File: config.mk
export PLATFORM = sky130hd
export DESIGN_NAME = lmb_bram_responder
export DESIGN_NICKNAME = d
export VERILOG_FILES = /design/src/rtl/lmb_bram_responder.sv
export SDC_FILE = /design/constraint.sdc
export NUM_CORES = 1
export LEC_CHECK = 0
export ABC_AREA = 1
export CAP_MARGIN = 30
export CORE_AREA = 2 2 83 85
export DETAILED_ROUTE_END_ITERATION = 6
export DIE_AREA = 0 0 85 87
export PLACE_DENSITY = 0.69
export SYNTH_ARGS = -nofsm -noshare
export SYNTH_HDL_FRONTEND = slang
export SYNTH_SLANG_ARGS = --single-unit
File: constraint.sdc
create_clock -name LMB_Clk -period 2.2 [get_ports LMB_Clk]
set_input_delay 0.66 -clock LMB_Clk [delete_from_list [all_inputs] [get_ports LMB_Clk]]
set_output_delay 0.66 -clock LMB_Clk [all_outputs]
set_load 0.01 [all_outputs]
File: src/rtl/lmb_bram_responder.sv
// LMB slave controller for port A of the local-memory BRAM.
// Decodes the address window, drives BRAM enables/strobes and returns Sl_Ready/Sl_Wait/Sl_UE.
module lmb_bram_responder #(
  parameter logic [31:0] C_BASEADDR   = 32'h0000_0000,
  parameter logic [31:0] C_HIGHADDR   = 32'h0000_FFFF,
  parameter int          C_LMB_AWIDTH = 32,
  parameter int          C_LMB_DWIDTH = 32,
  parameter int          C_RD_PIPE    = 0
) (
  input  logic                    LMB_Clk,
  input  logic                    LMB_Rst,
  input  logic [0:C_LMB_AWIDTH-1] LMB_ABus,
  input  logic [0:C_LMB_DWIDTH-1] LMB_WriteDBus,
  input  logic                    LMB_AddrStrobe,
  input  logic                    LMB_ReadStrobe,
  input  logic                    LMB_WriteStrobe,
  input  logic [0:3]              LMB_BE,
  output logic [0:C_LMB_DWIDTH-1] Sl_DBus,
  output logic                    Sl_Ready,
  output logic                    Sl_Wait,
  output logic                    Sl_UE,
  output logic                    BRAM_Rst_A,
  output logic                    BRAM_Clk_A,
  output logic                    BRAM_EN_A,
  output logic [0:3]              BRAM_WEN_A,
  output logic [0:31]             BRAM_Addr_A,
  input  logic [0:C_LMB_DWIDTH-1] BRAM_Din_A,
  output logic [0:C_LMB_DWIDTH-1] BRAM_Dout_A,
  output logic [1:0]              dbg_state
);

  // Handshake: a transaction is offered for exactly one cycle (LMB_AddrStrobe with a
  // read or write qualifier); this slave completes it with a one-cycle Sl_Ready pulse,
  // optionally preceded by a one-cycle Sl_Wait pulse when the read pipe stage is enabled.

  typedef enum logic [1:0] {
    IDLE    = 2'd0,
    RESP    = 2'd1,
    RD_PEND = 2'd2
  } state_t;

  localparam logic [C_LMB_AWIDTH-1:0] BASE    = C_LMB_AWIDTH'(C_BASEADDR);
  localparam logic [C_LMB_AWIDTH-1:0] SPAN_M1 = C_LMB_AWIDTH'(C_HIGHADDR - C_BASEADDR);

  state_t                    state;
  state_t                    state_next;
  logic [C_LMB_AWIDTH-1:0]   offset;
  logic [31:0]               offset32;
  logic                      in_window;
  logic                      accept_state;
  logic                      qualified;
  logic                      is_write;
  logic                      be_legal;
  logic                      hit;
  logic                      resp_write_q;
  logic                      resp_ue_q;
  logic [0:C_LMB_DWIDTH-1]   rd_data_q;
  logic [0:C_LMB_DWIDTH-1]   data_src;

  // Unsigned offset also rejects addresses below the base: they wrap past the span.
  assign offset       = LMB_ABus - BASE;
  assign offset32     = 32'(offset);
  assign in_window    = (offset <= SPAN_M1);
  assign accept_state = (state == IDLE) || (state == RESP);
  assign qualified    = LMB_ReadStrobe | LMB_WriteStrobe;
  assign is_write     = LMB_WriteStrobe;
  assign hit          = LMB_AddrStrobe & qualified & in_window & accept_state & ~LMB_Rst;

  always_comb begin
    be_legal = 1'b0;
    case (LMB_BE)
      4'b1111, 4'b1100, 4'b0011,
      4'b1000, 4'b0100, 4'b0010, 4'b0001: be_legal = 1'b1;
      default:                            be_legal = 1'b0;
    endcase
  end

  assign BRAM_Rst_A  = LMB_Rst;
  assign BRAM_Clk_A  = LMB_Clk;
  assign BRAM_EN_A   = hit;
  assign BRAM_WEN_A  = (hit & is_write & be_legal) ? LMB_BE : 4'b0000;
  assign BRAM_Addr_A = offset32 & ~32'h0000_0003;
  assign BRAM_Dout_A = LMB_WriteDBus;

  always_comb begin
    state_next = IDLE;
    case (state)
      IDLE, RESP: begin
        if (hit) begin
          if (is_write || (C_RD_PIPE == 0)) state_next = RESP;
          else                              state_next = RD_PEND;
        end
      end
      RD_PEND: state_next = RESP;
      default: state_next = IDLE;
    endcase
  end

  always_ff @(posedge LMB_Clk) begin
    if (LMB_Rst) begin
      state        <= IDLE;
      resp_write_q <= 1'b0;
      resp_ue_q    <= 1'b0;
      rd_data_q    <= '0;
    end else begin
      state <= state_next;
      if (hit) begin
        resp_write_q <= is_write;
        resp_ue_q    <= is_write & ~be_legal;
      end
      // BRAM data for the pending read is valid during RD_PEND; capture it for RESP.
      if (state == RD_PEND) rd_data_q <= BRAM_Din_A;
    end
  end

  assign data_src  = (C_RD_PIPE != 0) ? rd_data_q : BRAM_Din_A;
  assign Sl_Ready  = (state == RESP);
  assign Sl_Wait   = (state == RD_PEND);
  assign Sl_UE     = Sl_Ready & resp_ue_q;
  // OR-bus: the data bus must be all-zero unless a read is completing.
  assign Sl_DBus   = (Sl_Ready & ~resp_write_q) ? data_src : '0;
  assign dbg_state = state;

endmodule

==> results of run 1 <==
cell families (layout without fill, tap and decap cells):
kind of cell	after synthesis	count (layout)
buffers and inverters	113	180
flip-flops	3	3
AND/OR/NAND/NOR	66	66
AO/OA/AOI/OAI	4	4
other	1	4
cell type report:
type,count,area (sq um)
repair buffers,131,1080
flip-flops and latches,3,60.1
fillers,749,4670
clock buffers,8,91.3
inverters,41,154
well taps,80,100
multi-input cells,74,408
what timing repair did:
action / CTS / global route
pin swaps: 24 / 15
buffers inserted: 7 / 1
setup endpoints to repair: 55 / 30
gates resized for setup: 161 / 63
state kept, by name, indices dropped and copies added (netlist names):
name / cells
dbg_state: 1
resp_ue_q: 1
resp_write_q: 1
worst max-delay path by stage:
stage	startpoint	to	slack (ns)
3_5_place_dp	LMB_ABus[11]	BRAM_WEN_A[3]	-0.85
5_1_grt	LMB_ABus[11]	BRAM_WEN_A[3]	-0.16
4_1_cts	LMB_ABus[7]	BRAM_WEN_A[3]	-0.14
6_report	LMB_ABus[11]	BRAM_WEN_A[3]	-0.08
2_1_floorplan	LMB_ABus[0]	BRAM_WEN_A[0]	0.08
3_3_place_gp	LMB_ABus[11]	BRAM_WEN_A[1]	-0.82
worst reg2reg max path: stages (launching register included):
cell and delay [ns]:
sky130_fd_sc_hd__dfxtp_1 0.32, sky130_fd_sc_hd__o21ai_0 0.12, sky130_fd_sc_hd__a21oi_2 0.16
power by group:
| part | switching, W | internal (W) | leakage [nW] |
|---|---|---|---|
| clock | 0.0000832 | 0.000252 | 0.0483 |
| combinational | 0.0000728 | 0.000133 | 0.978 |
| sequential | 0.000000000155 | 0.0000548 | 0.0241 |
layout by cell type (no fill, tap or decap), drive strengths merged:
master / synthesis / layout
o21ai: 2 / 2
clkdlybuf4s50: 0 / 52
dfxtp: 3 / 3
conb: 1 / 4
inv: 41 / 41
nand2: 10 / 10
nand4: 3 / 3
nand3: 1 / 1
dlygate4sd2: 0 / 8
a21oi: 2 / 2
buf: 69 / 43
nor2: 51 / 51
clkdlybuf4s15: 0 / 5
and2: 1 / 1
clkbuf: 3 / 31
layer usage:
layer  GRT usage, %  wire [um]  vias up
met3           5.59        488       21
met5              0          0        -
met2           15.9       1840       90
met1           10.4       1360      529
met4           5.63        146        0
li1               -          -      594
metrics by stage:
| stage | instance area (sq um) | TNS, ns | hold slack [ns] |
|---|---|---|---|
| CTS | 1960 | -0.509 | 0.471 |
| finish | 1900 | -0.293 | 0.472 |
| global placement | 1870 | -15.20 | 0.458 |
| floorplan | 1070 | 0 | 0.444 |
| detailed placement | 1870 | -15.26 | 0.467 |
| global route | 1900 | -0.680 | 0.496 |
==> results.rst, run 1 <==
.. list-table::
   :header-rows: 1

   * - Metric
     - Value
   * - IR drop worst, VDD
     - 0.272 mV
   * - Simple-gate share of the synthesized area
     - 27.6%
   * - Average vias per placed instance
     - 3.66
   * - First-pass detailed-route iteration total
     - 3
   * - Synth Cell Area
     - 1060 sq um
   * - Largest family of logic cells by synthesized area
     - buffers and inverters
   * - Worst hold path startpoint
     - resp_write_q
   * - Required time of the critical path
     - 1.54 ns
   * - Hold EP
     - resp_write_q
   * - Total buffers and inverters traversed by the critical path
     - 2
   * - Final #Nets
     - 363
   * - Number of distinct library cells after synthesis
     - 17
   * - Start-to-end type of the worst setup path
     - primary input to output pin
   * - Number of enable-type register cells in the synthesized netlist
     - 0
   * - Cell type group with the largest total delay on the critical path
     - simple AND/OR/NAND/NOR gates
   * - Post-Synthesis Cells
     - 187
   * - Capture point of the worst reg-to-reg path
     - resp_ue_q
   * - Number of cells after detailed placement
     - 322
   * - TritonCTS clock tree
     - yes
   * - Stages on worst setup path
     - 9
   * - Number of pins exceeding their max-slew limit in the final report
     - 0
   * - Path category of the worst min-delay check
     - flip-flop to flip-flop
   * - Maximum number of pins on one net before global-route repair
     - 33
   * - Synth Area in Compound Gates
     - 1.89%
   * - Count of inserted antenna diode cells
     - 0
   * - Cell with the biggest individual delay on the critical path
     - sky130_fd_sc_hd__nand4_4
   * - First-pass GRT wire length
     - 5.87 mm
   * - Post-Place Setup Slack
     - -0.851 ns
   * - Final setup violating endpoints
     - 5
   * - Clock transition at the registers of the reported paths
     - 0.03 ns
   * - Synthesis-to-layout area growth
     - 78.9%
   * - Share of synthesized flip-flops with an asynchronous set or reset
     - 0%
   * - # IOs
     - 213
   * - Chip height
     - 87 um
   * - Final critical path time including I/O delays and setup
     - 2.28 ns
   * - Crit path max fanout
     - 4
   * - Most common cell in the synthesized netlist
     - sky130_fd_sc_hd__buf_4
   * - Status
     - finished, violations left
   * - Routed wire length
     - 3.84 mm
   * - Antenna viol nets, final
     - 0
   * - Input/output buffers
     - 114
   * - Nature of the critical path endpoint
     - output pin
   * - Yosys top cell by area
     - sky130_fd_sc_hd__buf_4
   * - Sequential fraction of the synthesis area
     - 5.67%
   * - Share of synthesized area spent on multiplexers
     - 0%
   * - Maximum clock frequency
     - 439 MHz
   * - Synth cell count leaders
     - sky130_fd_sc_hd__buf_4 (69), sky130_fd_sc_hd__nor2_1 (50), sky130_fd_sc_hd__inv_1 (40)
   * - Failing checks
     - setup timing
   * - Post-Route Utilization
     - 28.9%
   * - Proportion of netlist area held by the largest area contributor
     - 48.9%
   * - Final Hold Vio Count
     - 0
   * - Reg-to-Reg Start
     - resp_ue_q
   * - Global routing usage summed across all routing layers
     - 9.99%
   * - Number of standard-cell rows in the floorplan
     - 30
   * - Path depth of the worst reg2reg path
     - 2
   * - Fraction of the cycle the final worst path needs
     - 104%
   * - Die width
     - 85 um
   * - Average cell area after synthesis
     - 5.67 sq um
   * - Core Area
     - 6570 sq um
   * - Routed length per instance
     - 11.4 um
   * - Max cap viols
     - 0
   * - Effective utilization at floorplan
     - 16.1%
   * - Critical-path cell list
     - buf_6 -> nor2_4 -> nand2_2 -> nor2_2 -> nand2_2 -> nor2_4 -> nand4_4 -> nor2_2 -> buf_2
   * - Worst-case clock skew
     - 0 ns
   * - Vias in the first global route
     - 1233
   * - Unrepaired setup endpoints after global routing
     - yes
   * - Register bit total from synthesis
     - 3
   * - Standby leakage power
     - 1.05 nW
   * - Overall overflow remaining after global route
     - 0
   * - Detailed Route Iter0 Violations
     - 10
   * - Fraction of synthesized cell area in xor and xnor cells
     - 0%
   * - Adder-Cell Fraction of Synth Area
     - 0%
   * - Initial antenna violation count
     - 0
   * - HPWL Detailed
     - 3.00 mm
   * - Remaining routing DRC violations
     - 0
   * - Setup slack of the critical path after layout
     - -0.0793 ns
   * - Overall Power
     - 0.000596 W
   * - Reg-to-reg setup timing slack
     - 1.53 ns
   * - Global placer's final weighted congestion
     - 0.672
   * - Yosys warning total
     - 0
   * - Vias
     - 1234
   * - Dominant synthesized flop cell
     - sky130_fd_sc_hd__dfxtp_1
   * - Total power density per cell area
     - 315 nW/um^2
   * - Finished Layout Cells
     - 337
   * - Max stage delay on crit path
     - 0.14 ns
   * - Clock insertion delay at the later pin of the skew report
     - 0.32 ns
   * - Setup crit start kind
     - primary input
   * - Layout cells sized above 1
     - 38.1%
   * - Arrival time at the worst endpoint
     - 1.62 ns
   * - Area of the die
     - 7400 sq um
   * - Most area-consuming cells after synthesis
     - sky130_fd_sc_hd__buf_4 (49%), sky130_fd_sc_hd__nor2_1 (18%), sky130_fd_sc_hd__inv_1 (14%)
   * - CTS Hold Bufs
     - 0
   * - Hold path cells
     - 2
No activity file was read; power rests on OpenSTA's default activity.
==> run 2: changes to the inputs <==
CORE_AREA = 2 2 82 84   (was 2 2 83 85)
DIE_AREA = 0 0 84 86   (was 0 0 85 87)
DONT_BUFFER_PORTS = 1   (was not set)
PLACE_DENSITY = 0.3   (was 0.69)
==> results.rst, run 2 (synthesized netlist as in run 1, its figures left out) <==
.. list-table::
   :header-rows: 1

   * - Metric
     - Value
   * - Status
     - finished clean
   * - Most frequent standard cell in the layout excluding fill and tap cells
     - sky130_fd_sc_hd__nor2_1
   * - Detailed Route Iter0 Violations
     - 11
   * - Nature of the critical path endpoint
     - output pin
   * - First-pass GRT wire length
     - 3.06 mm
   * - First-pass detailed-route iteration total
     - 4
   * - Vias in the first global route
     - 661
   * - Post-Route Utilization
     - 16.7%
   * - Total power density per cell area
     - 241 nW/um^2
   * - Setup crit start kind
     - primary input
   * - M3 GR Usage
     - 3.85%
   * - Effective utilization at floorplan
     - 16.9%
   * - Maximum number of pins on one net before global-route repair
     - 33
   * - Maximum clock frequency
     - 460 MHz
   * - Sinks on the clock net
     - 3
   * - Count of inserted antenna diode cells
     - 0
   * - Register Area
     - 60.1 sq um
   * - Met2 Track Usage GR
     - 9.24%
   * - Final critical path time including I/O delays and setup
     - 2.18 ns
   * - Max cap viols
     - 0
   * - Number of pins exceeding their max-slew limit in the final report
     - 0
   * - # IOs
     - 213
   * - Antenna viol nets, final
     - 0
   * - Routed length per instance
     - 10.2 um
   * - Unrepaired setup endpoints after global routing
     - yes
   * - Clock transition at the registers of the reported paths
     - 0.03 ns
   * - Clock insertion delay at the later pin of the skew report
     - 0.21 ns
   * - Required time of the critical path
     - 1.54 ns
   * - Worst-case clock skew
     - 0 ns
   * - Fraction of the cycle the final worst path needs
     - 98.9%
   * - CTS Hold Bufs
     - 0
   * - Standby leakage power
     - 0.624 nW
   * - Final total negative setup slack
     - 0 ns
   * - HPWL Detailed
     - 1.99 mm
   * - TritonCTS clock tree
     - yes
   * - Final setup violating endpoints
     - 0
   * - Met1 demand-to-capacity share in global routing
     - 4.12%
   * - Average vias per placed instance
     - 3.58
   * - Final Hold Vio Count
     - 0
   * - CTS H-tree lvls
     - 1
   * - Multi-input logic area
     - 414 sq um
   * - Vias
     - 846
   * - Routed wire length
     - 2.40 mm
   * - Worst path most repeated cell
     - sky130_fd_sc_hd__nor2_4
   * - Chip height
     - 86 um
   * - Inserted Clock Buffers
     - 3
   * - Commonest cells after routing, fill and taps aside
     - sky130_fd_sc_hd__nor2_1 (41), sky130_fd_sc_hd__inv_1 (40), sky130_fd_sc_hd__buf_4 (37), sky130_fd_sc_hd__nor2_4 (10), sky130_fd_sc_hd__nand2_1 (6)
   * - Final #Nets
     - 265
   * - Path category of the worst min-delay check
     - flip-flop to flip-flop
   * - Overall overflow remaining after global route
     - 0
   * - Input/output buffers
     - 0
   * - Initial antenna violation count
     - 0
   * - Layout cells sized above 1
     - 35.8%
   * - Critical-path cell list
     - nor2_4 -> nand2_2 -> nor2_4 -> nand2_4 -> nor2_4 -> nand4_4 -> nor2_4
   * - Arrival time at the worst endpoint
     - 1.52 ns
   * - Max stage delay on crit path
     - 0.19 ns
   * - Core Area
     - 6280 sq um
   * - IR drop worst, VDD
     - 0.142 mV
   * - Start-to-end type of the worst setup path
     - primary input to output pin
   * - Die width
     - 84 um
   * - FILL cells
     - 750
   * - CTS Root Cell
     - sky130_fd_sc_hd__clkbuf_8
   * - Number of standard-cell rows in the floorplan
     - 29
   * - Number of buffers on the longest clock path
     - 2
   * - Synthesis-to-layout area growth
     - -1.18%
   * - Most Used Layer, Global Route
     - met2
   * - Global routing usage summed across all routing layers
     - 5.40%
   * - Global placer's final weighted congestion
     - 0.620
   * - Crit path max fanout
     - 4
   * - Remaining routing DRC violations
     - 0
   * - Cell with the biggest individual delay on the critical path
     - sky130_fd_sc_hd__nand4_4
   * - Area of the die
     - 7220 sq um
==> run 2: layer usage <==
metal | up-vias | part of all wire (%)
met5 | - | 0
met4 | 0 | 2.9
li1 | 398 | -
met1 | 342 | 32
met3 | 11 | 16
met2 | 95 | 49
==> run 2: final cells by class <==
cell class | instances | area share [%]
multi-input cells | 74 | 39.5
repair buffers | 37 | 26.5
inverters | 41 | 14.7
well taps | 77 | 9.20
flip-flops and latches | 3 | 5.73
clock buffers | 4 | 4.30
==> run 2: final timing paths <==
path	start	endpoint	slack (ns)	depth (start not counted)
setup / recovery	LMB_ABus[4]	BRAM_WEN_A[2]	0.02	7
hold / removal	resp_write_q	resp_write_q	0.47	2
setup reg to reg	resp_ue_q	resp_ue_q	1.60	2
hold reg to reg	resp_write_q	resp_write_q	0.47	2
==> run 2: critical path, delay by kind of cell <==
kind | cells | cell delay (ns)
simple gates | 7 | 0.85
==> run 2: repair_timing <==
action / in CTS / in global routing
endpoints found under the setup margin: 0 / 4
resized for setup: 0 / 23
buffers inserted: 0 / 2
==> run 2: where the power goes <==
group          leakage (nW)  internal (W)    switching (W)
clock network        0.0228      0.000123        0.0000355
logic                 0.577     0.0000142        0.0000242
registers            0.0241     0.0000548  0.0000000000874
==> run 2: stage by stage <==
stage / power, W / hold WS (ns) / worst slack (ns) / instances / cell area [sq um]
after floorplan: 0.000244 / 0.444 / 0.0840 / 190 / 1070
after global placement: 0.0000862 / 0.462 / 0.0403 / 230 / 901
after detailed placement: 0.0000866 / 0.464 / 0.0438 / 230 / 901
after CTS: 0.000249 / 0.469 / 0.0429 / 234 / 946
after global routing: 0.000271 / 0.506 / -0.0506 / 236 / 1050
final: 0.000252 / 0.474 / 0.0246 / 236 / 1050
==> variant (settings of run 1) <==
The parameter `C_LMB_DWIDTH` goes from 32 to 24.
--- a/src/rtl/lmb_bram_responder.sv
+++ b/src/rtl/lmb_bram_responder.sv
@@ -4,7 +4,7 @@
   parameter logic [31:0] C_BASEADDR   = 32'h0000_0000,
   parameter logic [31:0] C_HIGHADDR   = 32'h0000_FFFF,
   parameter int          C_LMB_AWIDTH = 32,
-  parameter int          C_LMB_DWIDTH = 32,
+  parameter int          C_LMB_DWIDTH = 24,
   parameter int          C_RD_PIPE    = 0
 ) (
   input  logic                    LMB_Clk,
Ports: changed (resized BRAM_Din_A, BRAM_Dout_A, LMB_WriteDBus and Sl_DBus); port bits go from 213 to 181. The function was not compared with the original's and may differ.
==> variant against run 1 <==
The flow still finishes with violations (negative setup slack). Largest cell class unchanged. Non-clock buffer count down 23. Combinational power down 17%. Synthesized area down 12%. Routed wire length down 26%. Setup slack better by 8.7 ps. Count of clock-buffer cells in the layout unchanged. Total power down 6.5%. Final area down 12%. Global-route usage down 2.5 points. Sequential cell count unchanged. Critical endpoint is now BRAM_WEN_A[1].
==> variant: results (changes against run 1) <==
Global routing
  • Met1 Use GR: 0.0781 (-0.0260)
  • Largest net degree at the start of global routing: 25 (-24%)
  • Met3 Resource Use GR: 0.0341 (-0.0218)
  • GRT Overall Usage: 0.0748 (-0.0251)
  • M2 GR Usage: 0.114 (-0.0455)
  • Vias in the first global route: 916 (-26%)
  • First-pass GRT wire length: 4260 um (-27%)

STA
  • Worst Skew: 0 ps (unchanged)
  • Final WS setup: -70.5 ps (+8.75 ps)
  • Final setup viols: 4 (-1)

Worst hold path
  • Hold path cells: 2 (unchanged)
  • Worst hold path type: reg -> reg

Synthesis
  • Main area contributors after synthesis: buf_4 (49%), nor2_1 (17%), inv_1 (13%)
  • Commonest cells in the synthesized netlist: buf_4 (61), nor2_1 (42), inv_1 (32)
  • Sequential fraction of the synthesis area: 0.0642 (+0.00750)

Placement
  • Hpwl dp: 2350 um (-22%)
  • Post-DP Area: 1630 um2 (-13%)
  • Port bufs: 98 (-14%)
  • Gpl congestion: 0.652 (-2.9%)

Drt
  • Iter 0 DRT Violations: 22 (+12)
  • Post-Route WL: 2840 um (-26%)
  • Via density: 3.36 (-8.2%)
  • DRT Pass-1 Iters: 4 (+1)

Power
  • P_int: 416 uW (-5.5%)
  • Worst VDD drop: 0.285 mV (+4.9%)
  • Leak: 0.000877 uW (-17%)

Status
  • Status: complete, but fails checks
  • Failing checks: negative setup slack

Finish
  • Layout cells sized above 1: 0.307 (-0.0740)
  • Final #Nets: 308 (-15%)
variant: changes by cell type in the layout (fill, tap and decap cells not counted), moves of 5 or more:
cell / change
clkdlybuf4s15_1: +7
inv_1: -8
clkdlybuf4s50_1: -8
buf_4: -5
buf_2: -7
clkbuf_2: -12
variant: per-stage QoR:
step           total power, uW  TNS, ps  worst slack, ps  hold slack (ps)  instances
2_1_floorplan              227        0             84.0              444        165
3_3_place_gp               272   -12590             -880              460        289
3_5_place_dp               274   -13000             -917              477        289
4_1_cts                    565     -309            -89.6              481        297
5_1_grt                    597     -725             -193              515        298
6_report                   558     -231            -70.5              480        298
variant: critical path: stages:
cell and delay (ps):
dlygate4sd2_1 210, inv_1 50, nand2_2 70, nand4_4 110
nor2_4 150, nand4_4 110, nor2_2 120, buf_2 130
variant: power groups by stage:
stage          sequential, uW  combinational (uW)  clock [uW]
3_5_place_dp             55.5                 172        46.2
3_3_place_gp             55.5                 170        46.2
2_1_floorplan            55.5                 134        37.5
5_1_grt                  54.7                 184         359
6_report                 54.8                 170         333
4_1_cts                  54.8                 165         345
variant: cell type report:
type	instances	area [um2]
multi-input cells	66	349
fillers	730	4900
well taps	80	100
flip-flops and latches	3	60.1
clock buffers	8	91.3
repair buffers	108	943
inverters	33	124
variant: final timing paths:
check / from / to / slack [ps]
max: LMB_WriteStrobe / BRAM_WEN_A[1] / -70
min: resp_write_q / resp_write_q / 480
max reg2reg: resp_ue_q / resp_ue_q / 1520
min reg2reg: resp_write_q / resp_write_q / 480
variant: cell families (layout without fill, tap and decap cells):
group | Yosys count | in the layout | synth area share
buffers and inverters | 96 | 149 | 0.630
AND/OR/NAND/NOR | 58 | 58 | 0.281
AO/OA/AOI/OAI | 4 | 4 | 0.0214
flip-flops | 3 | 3 | 0.0642
other | 1 | 4 | 0.00401
variant: layer usage:
layer	routed length, um	share of wire	vias to the layer above
met5	0	0	-
met4	93	0.033	0
met3	312	0.11	20
met2	1420	0.50	61
met1	1020	0.36	409
li1	-	-	512
variant: timing repair:
action / 4_1_cts / 5_1_grt
pin swaps: 22 / 14
gates resized for setup: 129 / 41
endpoints found under the setup margin: 47 / 26
setup buffers: 1 / 1
gates cloned: 0 / 0
